`config.mk`:
```
export PLATFORM = sky130hd
export DESIGN_NAME = card_dealer
export DESIGN_NICKNAME = d
export VERILOG_FILES = /design/src/rtl/poker_pkg.sv /design/src/rtl/card_dealer_lfsr16.sv /design/src/rtl/card_dealer.sv
export SDC_FILE = /design/constraint.sdc
export NUM_CORES = 1
export LEC_CHECK = 0
export BUFFER_PORTS_ARGS = -buffer_cell sky130_fd_sc_hd__buf_2
export CORE_MARGIN = 2
export CORE_UTILIZATION = 45
export CTS_BUF_LIST = sky130_fd_sc_hd__clkbuf_2 sky130_fd_sc_hd__clkbuf_4 sky130_fd_sc_hd__clkbuf_8
export DETAILED_ROUTE_END_ITERATION = 8
export PLACE_DENSITY = 0.71
export SLEW_MARGIN = 20
export SYNTH_ARGS = -nofsm -noshare
export SYNTH_HDL_FRONTEND = slang
export SYNTH_HIERARCHICAL = 1
export SYNTH_SLANG_ARGS = --single-unit
```
`constraint.sdc`:
```
create_clock -name clk -period 3.94 [get_ports clk]
set_clock_uncertainty 0.2 [all_clocks]
set_input_delay 0.788 -clock clk [delete_from_list [all_inputs] [get_ports clk]]
set_output_delay 0.788 -clock clk [all_outputs]
set_load 0.01 [all_outputs]
```
`src/rtl/poker_pkg.sv`:
```
// Shared constants, card encoding helper and dealer FSM state type.
// Imported by card_dealer and lfsr16.
package poker_pkg;

   localparam int DECK_SIZE   = 54;
   localparam int HAND_SIZE   = 17;
   localparam int NUM_PLAYERS = 3;
   localparam int CARD_W      = 8;

   localparam logic [7:0]  BIG_JOKER    = 8'd56;
   localparam logic [15:0] LFSR_DEFAULT = 16'hACE1;
   localparam logic [15:0] LFSR_MASK    = 16'hB400;

   typedef enum logic [2:0] {
      ST_IDLE,
      ST_INIT,
      ST_SHUFFLE,
      ST_DEAL,
      ST_PRESENT,
      ST_WAIT_ACK,
      ST_DONE
   } state_e;

   // Deck index -> card code {rank,suit}; the big joker skips to 56.
   function automatic logic [CARD_W-1:0] card_code(input int n);
      return (n == DECK_SIZE - 1) ? BIG_JOKER : CARD_W'(n);
   endfunction

endpackage

```
`src/rtl/card_dealer_lfsr16.sv`:
```
// lfsr16: 16-bit Galois LFSR random source for the shuffle.
// Ports: clk, rst_n, load_i, seed_i[15:0], en_i, state_o[15:0].
module lfsr16
   import poker_pkg::*;
(
   input  logic        clk,
   input  logic        rst_n,
   input  logic        load_i,
   input  logic [15:0] seed_i,
   input  logic        en_i,
   output logic [15:0] state_o
);

   logic [15:0] lfsr_q;
   logic [15:0] lfsr_d;

   always_comb begin
      lfsr_d = lfsr_q;
      if (load_i) begin
         // An all-zero state would lock up the register.
         lfsr_d = (seed_i == 16'h0) ? LFSR_DEFAULT : seed_i;
      end else if (en_i) begin
         lfsr_d = lfsr_q[0] ? ((lfsr_q >> 1) ^ LFSR_MASK)
                            : (lfsr_q >> 1);
      end
   end

   always_ff @(posedge clk or negedge rst_n) begin
      if (!rst_n) lfsr_q <= '0;
      else        lfsr_q <= lfsr_d;
   end

   assign state_o = lfsr_q;

endmodule

```
`src/rtl/card_dealer.sv`:
```
// Shuffles a 54-card deck and deals three 17-card hands plus 3 bottom cards.
// Ports: clk, rst_n, deal_start, deal_abort, seed[15:0], hand_ack ->
//   hand_start, hand_data[135:0], player_id[1:0], bottom_cards[23:0],
//   busy, deal_done. Macro DEALER_SHUFFLE_EN enables the LFSR shuffle;
//   without it the deck is dealt in identity order.
module card_dealer
   import poker_pkg::*;
(
   input  logic         clk,
   input  logic         rst_n,
   input  logic         deal_start,
   input  logic         deal_abort,
   input  logic [15:0]  seed,
   input  logic         hand_ack,
   output logic         hand_start,
   output logic [135:0] hand_data,
   output logic [1:0]   player_id,
   output logic [23:0]  bottom_cards,
   output logic         busy,
   output logic         deal_done
);

   state_e state_q, state_d;

   logic [CARD_W-1:0] deck_q [DECK_SIZE];
   logic [4:0]        k_q;
   logic [1:0]        player_q;
   logic [1:0]        pid_q;
   logic [135:0]      hand_q;
   logic [23:0]       bottom_q;

   logic [5:0] deal_idx;
   logic       last_card;
   logic       last_player;

   assign deal_idx    = 6'(player_q) * 6'd17 + 6'(k_q);
   assign last_card   = (k_q == 5'(HAND_SIZE - 1));
   assign last_player = (player_q == 2'(NUM_PLAYERS - 1));

`ifdef DEALER_SHUFFLE_EN
   logic [15:0] lfsr_s;
   logic [5:0]  idx_q;
   logic [5:0]  r;
   logic        swap_ok;
   logic        unused_lfsr;

   lfsr16 u_lfsr (
      .clk     (clk),
      .rst_n   (rst_n),
      .load_i  (state_q == ST_IDLE && deal_start && !deal_abort),
      .seed_i  (seed),
      .en_i    (state_q == ST_SHUFFLE),
      .state_o (lfsr_s)
   );

   assign r           = lfsr_s[5:0];
   assign swap_ok     = (r <= idx_q);
   assign unused_lfsr = ^lfsr_s[15:6];
`else
   logic unused_seed;
   assign unused_seed = ^seed;
`endif

   // State register
   always_ff @(posedge clk or negedge rst_n) begin
      if (!rst_n) state_q <= ST_IDLE;
      else        state_q <= state_d;
   end

   // Next-state logic; abort overrides everything
   always_comb begin
      state_d = state_q;
      if (deal_abort) begin
         state_d = ST_IDLE;
      end else begin
         unique case (state_q)
            ST_IDLE:
               if (deal_start) state_d = ST_INIT;
`ifdef DEALER_SHUFFLE_EN
            ST_INIT:
               state_d = ST_SHUFFLE;
            ST_SHUFFLE:
               if (swap_ok && idx_q == 6'd1) state_d = ST_DEAL;
`else
            ST_INIT:
               state_d = ST_DEAL;
`endif
            ST_DEAL:
               if (last_card) state_d = ST_PRESENT;
            ST_PRESENT:
               state_d = ST_WAIT_ACK;
            ST_WAIT_ACK:
               if (hand_ack) state_d = last_player ? ST_DONE : ST_DEAL;
            ST_DONE:
               state_d = ST_IDLE;
            default:
               state_d = ST_IDLE;
         endcase
      end
   end

   // Deck, counters and held outputs
   always_ff @(posedge clk or negedge rst_n) begin
      if (!rst_n) begin
         for (int i = 0; i < DECK_SIZE; i++) deck_q[i] <= '0;
         k_q      <= '0;
         player_q <= '0;
         pid_q    <= '0;
         hand_q   <= '0;
         bottom_q <= '0;
`ifdef DEALER_SHUFFLE_EN
         idx_q    <= '0;
`endif
      end else if (!deal_abort) begin
         unique case (state_q)
            ST_INIT: begin
               for (int i = 0; i < DECK_SIZE; i++) deck_q[i] <= card_code(i);
               k_q      <= '0;
               player_q <= '0;
`ifdef DEALER_SHUFFLE_EN
               idx_q    <= 6'(DECK_SIZE - 1);
`endif
            end
`ifdef DEALER_SHUFFLE_EN
            ST_SHUFFLE: begin
               // Out-of-range draws are retried, keeping the shuffle unbiased.
               if (swap_ok) begin
                  deck_q[idx_q] <= deck_q[r];
                  deck_q[r]     <= deck_q[idx_q];
                  idx_q         <= idx_q - 6'd1;
               end
            end
`endif
            ST_DEAL: begin
               hand_q[{k_q, 3'b000} +: 8] <= deck_q[deal_idx];
               if (last_card) begin
                  k_q   <= '0;
                  pid_q <= player_q;
               end else begin
                  k_q <= k_q + 5'd1;
               end
            end
            ST_WAIT_ACK: begin
               if (hand_ack) begin
                  player_q <= player_q + 2'd1;
                  if (last_player)
                     bottom_q <= {deck_q[DECK_SIZE-1],
                                  deck_q[DECK_SIZE-2],
                                  deck_q[DECK_SIZE-3]};
               end
            end
            default: ;
         endcase
      end
   end

   // Outputs
   always_comb begin
      hand_start = (state_q == ST_PRESENT) && !deal_abort;
      deal_done  = (state_q == ST_DONE) && !deal_abort;
      busy       = (state_q != ST_IDLE);
   end

   assign hand_data    = hand_q;
   assign player_id    = pid_q;
   assign bottom_cards = bottom_q;

endmodule

```
==> flow_metrics.py <==
metrics = {
    "run_status": {
        "outcome": "complete, no violations",
    },
    "clock_network": {
        "cts_resized": 0,
        "cts_buffer_depth": 2,
        "worstSkewPairLatency_ps": 430,
        "cts_tree": "done",
        "postCtsSetupBuffers": 0,
        "clock-sinks": 116,
        "numCtsBuffers": 17,
        "cts_hold_buf": 0,
        "clkTransAtPathRegs_ps": 70,
        "cts-root-buf": "clkbuf_8",
        "htree_levels": 4,
    },
    "sta": {
        "holdWs_ps": 273,
        "tns_ps": 0,
        "hold_viol": 0,
        "setup_ws_ps": 603,
        "tightestPinTransition_ps": 1080,
        "fin_crit_ps": 3340,
        "fmaxAchievable_mhz": 300,
        "setup_viol": 0,
        "rsz0062_at_grt": "no",
        "finalCritPeriodShare_pct": 84.7,
        "drv_slew": 0,
        "maxSlewHeadroom_pct": 27.2,
    },
    "critical_path": {
        "cp.required_ps": 4050,
        "worst_path_largest_cell_delay_ps": 630,
        "r2r_cells": 9,
        "path_class": "flop to flop",
        "crit_arrival_ps": 3450,
        "critical_path.cell_chain": "ha_1 -> ha_1 -> inv_1 -> fa_1 -> xnor2_1 -> a21oi_1 -> o211ai_2 -> nor2b_1 -> mux2_2",
        "end_kind": "flop",
        "path_common_cell": "ha_1",
        "cp_max_fo": 14,
        "startpoint_type": "flop",
        "crit_slowest_cell": "dfrtp_1",
    },
    "cells_and_area": {
        "drive_gt1_share_pct": 29.0,
        "area_growth_pct": 16.2,
        "final_cell_mix": "120 x buf_2, 116 x dfrtp_1, 108 x nand2_1",
        "final_common_cell": "buf_2",
        "final_area_um2": 6420,
        "diodes": 0,
        "nets": 691,
    },
    "yosys": {
        "synth_area_leaders": "dfrtp_1 53%, buf_4 7.9%, nand2_1 7.3%",
        "synthDistinctLibCells": 55,
        "synth_edf_count": 0,
        "seq_area_frac_synth_pct": 52.6,
        "synthCells": 546,
        "syn_area_um2": 5520,
        "synth_seq_cells": 116,
        "avgSynthCellArea_um2": 10.1,
        "yosysTopAreaCell": "dfrtp_1",
        "yosysTopAreaCellShare_pct": 52.6,
        "async_flop_share_pct": 100,
        "yosys_most_used_dff": "dfrtp_1",
        "ys_warn_count": 6,
    },
    "route": {
        "drt_pass1_iterations": 4,
        "num_vias": 4263,
        "drt-initial-drc-count": 314,
        "via_per_inst": 5.22,
        "ant_nets": 0,
        "route.detailed.drc": 0,
        "wl_per_cell_um": 16.4,
        "routed_wl_mm": 13.4,
    },
    "floorplan": {
        "die_h_um": 115,
        "fp.dieW_um": 115,
        "start_util_pct": 46.0,
        "core-area_um2": 12000,
        "die-area_um2": 13200,
        "rows": 40,
        "boundaryPins": 186,
    },
    "power_and_ir_drop": {
        "p_leak_nw": 3.26,
        "p_per_area_nw_per_um2": 416,
        "p_total_mw": 2.67,
        "vdd_drop_max_mv": 0.187,
    },
    "place": {
        "dp_hpwl_mm": 9.42,
        "io_buffers": 121,
        "preCtsSetupSlack_ps": 623,
        "dpl_cell_area_um2": 5990,
        "gp_congestion": 0.861,
    },
    "worst_hold_path": {
        "holdPathStages": 2,
        "hold_class": "flop to flop",
    },
    "global_routing": {
        "grt_pass1_wl_mm": 20.9,
        "antenna_found_initial": 0,
        "grt-ovfl-total": 0,
        "grt_max_degree": 77,
        "grt_util_all_layers_pct": 20.9,
        "grt_pass1_vias": 4015,
    },
    "run": {
        "cap_violations": 0,
    },
}
cell families after synthesis:
kind of cell	count (synthesis)	synth area share (%)
AOI/OAI and AO/OA	125	13.1
xor gates and xnor gates	6	1.22
adders and majority gates	13	3.08
buffers and inverters	90	10.9
DFF	116	52.6
muxes	7	1.43
other	1	0.0679
and+or+nand+nor	188	17.6
where the power goes:
| part | internal (mW) | leakage (nW) | switching, mW | total [mW] |
|---|---|---|---|---|
| Clock | 0.675 | 0.207 | 0.486 | 1.16 |
| Sequential | 1.20 | 1.61 | 0.0348 | 1.24 |
| Combinational | 0.0795 | 1.44 | 0.190 | 0.269 |
| Total | 1.96 | 3.26 | 0.711 | 2.67 |
state kept, by name, summed over array words and instances, names as in the netlist:
register / flops
player_q: 2
hand_data: 102
bottom_cards: 1
player_id: 2
state_q: 3
k_q: 5
deck_q: 1
layout make-up:
cell class | count | area (um2)
timing repair buffer | 127 | 678
tap | 147 | 184
clock inverter | 12 | 153
multi-input combinational | 387 | 2190
sequential | 116 | 2900
fill | 1097 | 5590
inverter | 8 | 30.0
clock buffer | 20 | 275
synthesized netlist by cell type, types with 4 or more instances:
| cell | instances |
|---|---|
| dfrtp_1 | 116 |
| nand2_1 | 108 |
| o21ai_0 | 81 |
| buf_4 | 58 |
| o21ai_1 | 19 |
| buf_2 | 17 |
| nand3_1 | 17 |
| nand4_1 | 14 |
| ha_1 | 12 |
| o21ai_2 | 10 |
| inv_1 | 8 |
| nor2_1 | 8 |
| mux2_2 | 7 |
| nor3_1 | 7 |
| clkbuf_1 | 4 |
| or3_1 | 4 |
| xnor2_1 | 4 |
per-layer routing:
layer	GRT usage (%)	up-vias	wire length [um]
li1	-	1999	-
met1	26.5	2077	5620
met2	33.3	161	6630
met3	6.54	26	770
met4	9.16	0	356
met5	0	-	0
metrics by stage:
stage	utilization [%]	std cells
final	53.4	817
after CTS	53.4	817
after detailed placement	49.9	785
after global routing	53.4	817
after global placement	49.9	785
after floorplan	-	593
path summary, 6_finish.rpt:
kind                                    start             to  slack [ps]
worst max-delay path                   k_q[0]  hand_data[85]         600
worst min-delay path            hand_data[40]  hand_data[40]         270
worst max register to register         k_q[0]  hand_data[85]         600
worst min register to register  hand_data[40]  hand_data[40]         270
max in group asynchronous               rst_n  hand_data[24]        2460
min in group asynchronous               rst_n  hand_data[68]         310
critical path: cells and delay by family, from the launching register on:
family	cells	cell delay, ps
mux	1	310
compound gates	2	640
buf+inv	1	60
simple gates	1	200
fa+ha+maj	3	810
xor+xnor	1	360
flops	1	630
Note: power is estimated with default switching activity, not from simulation.
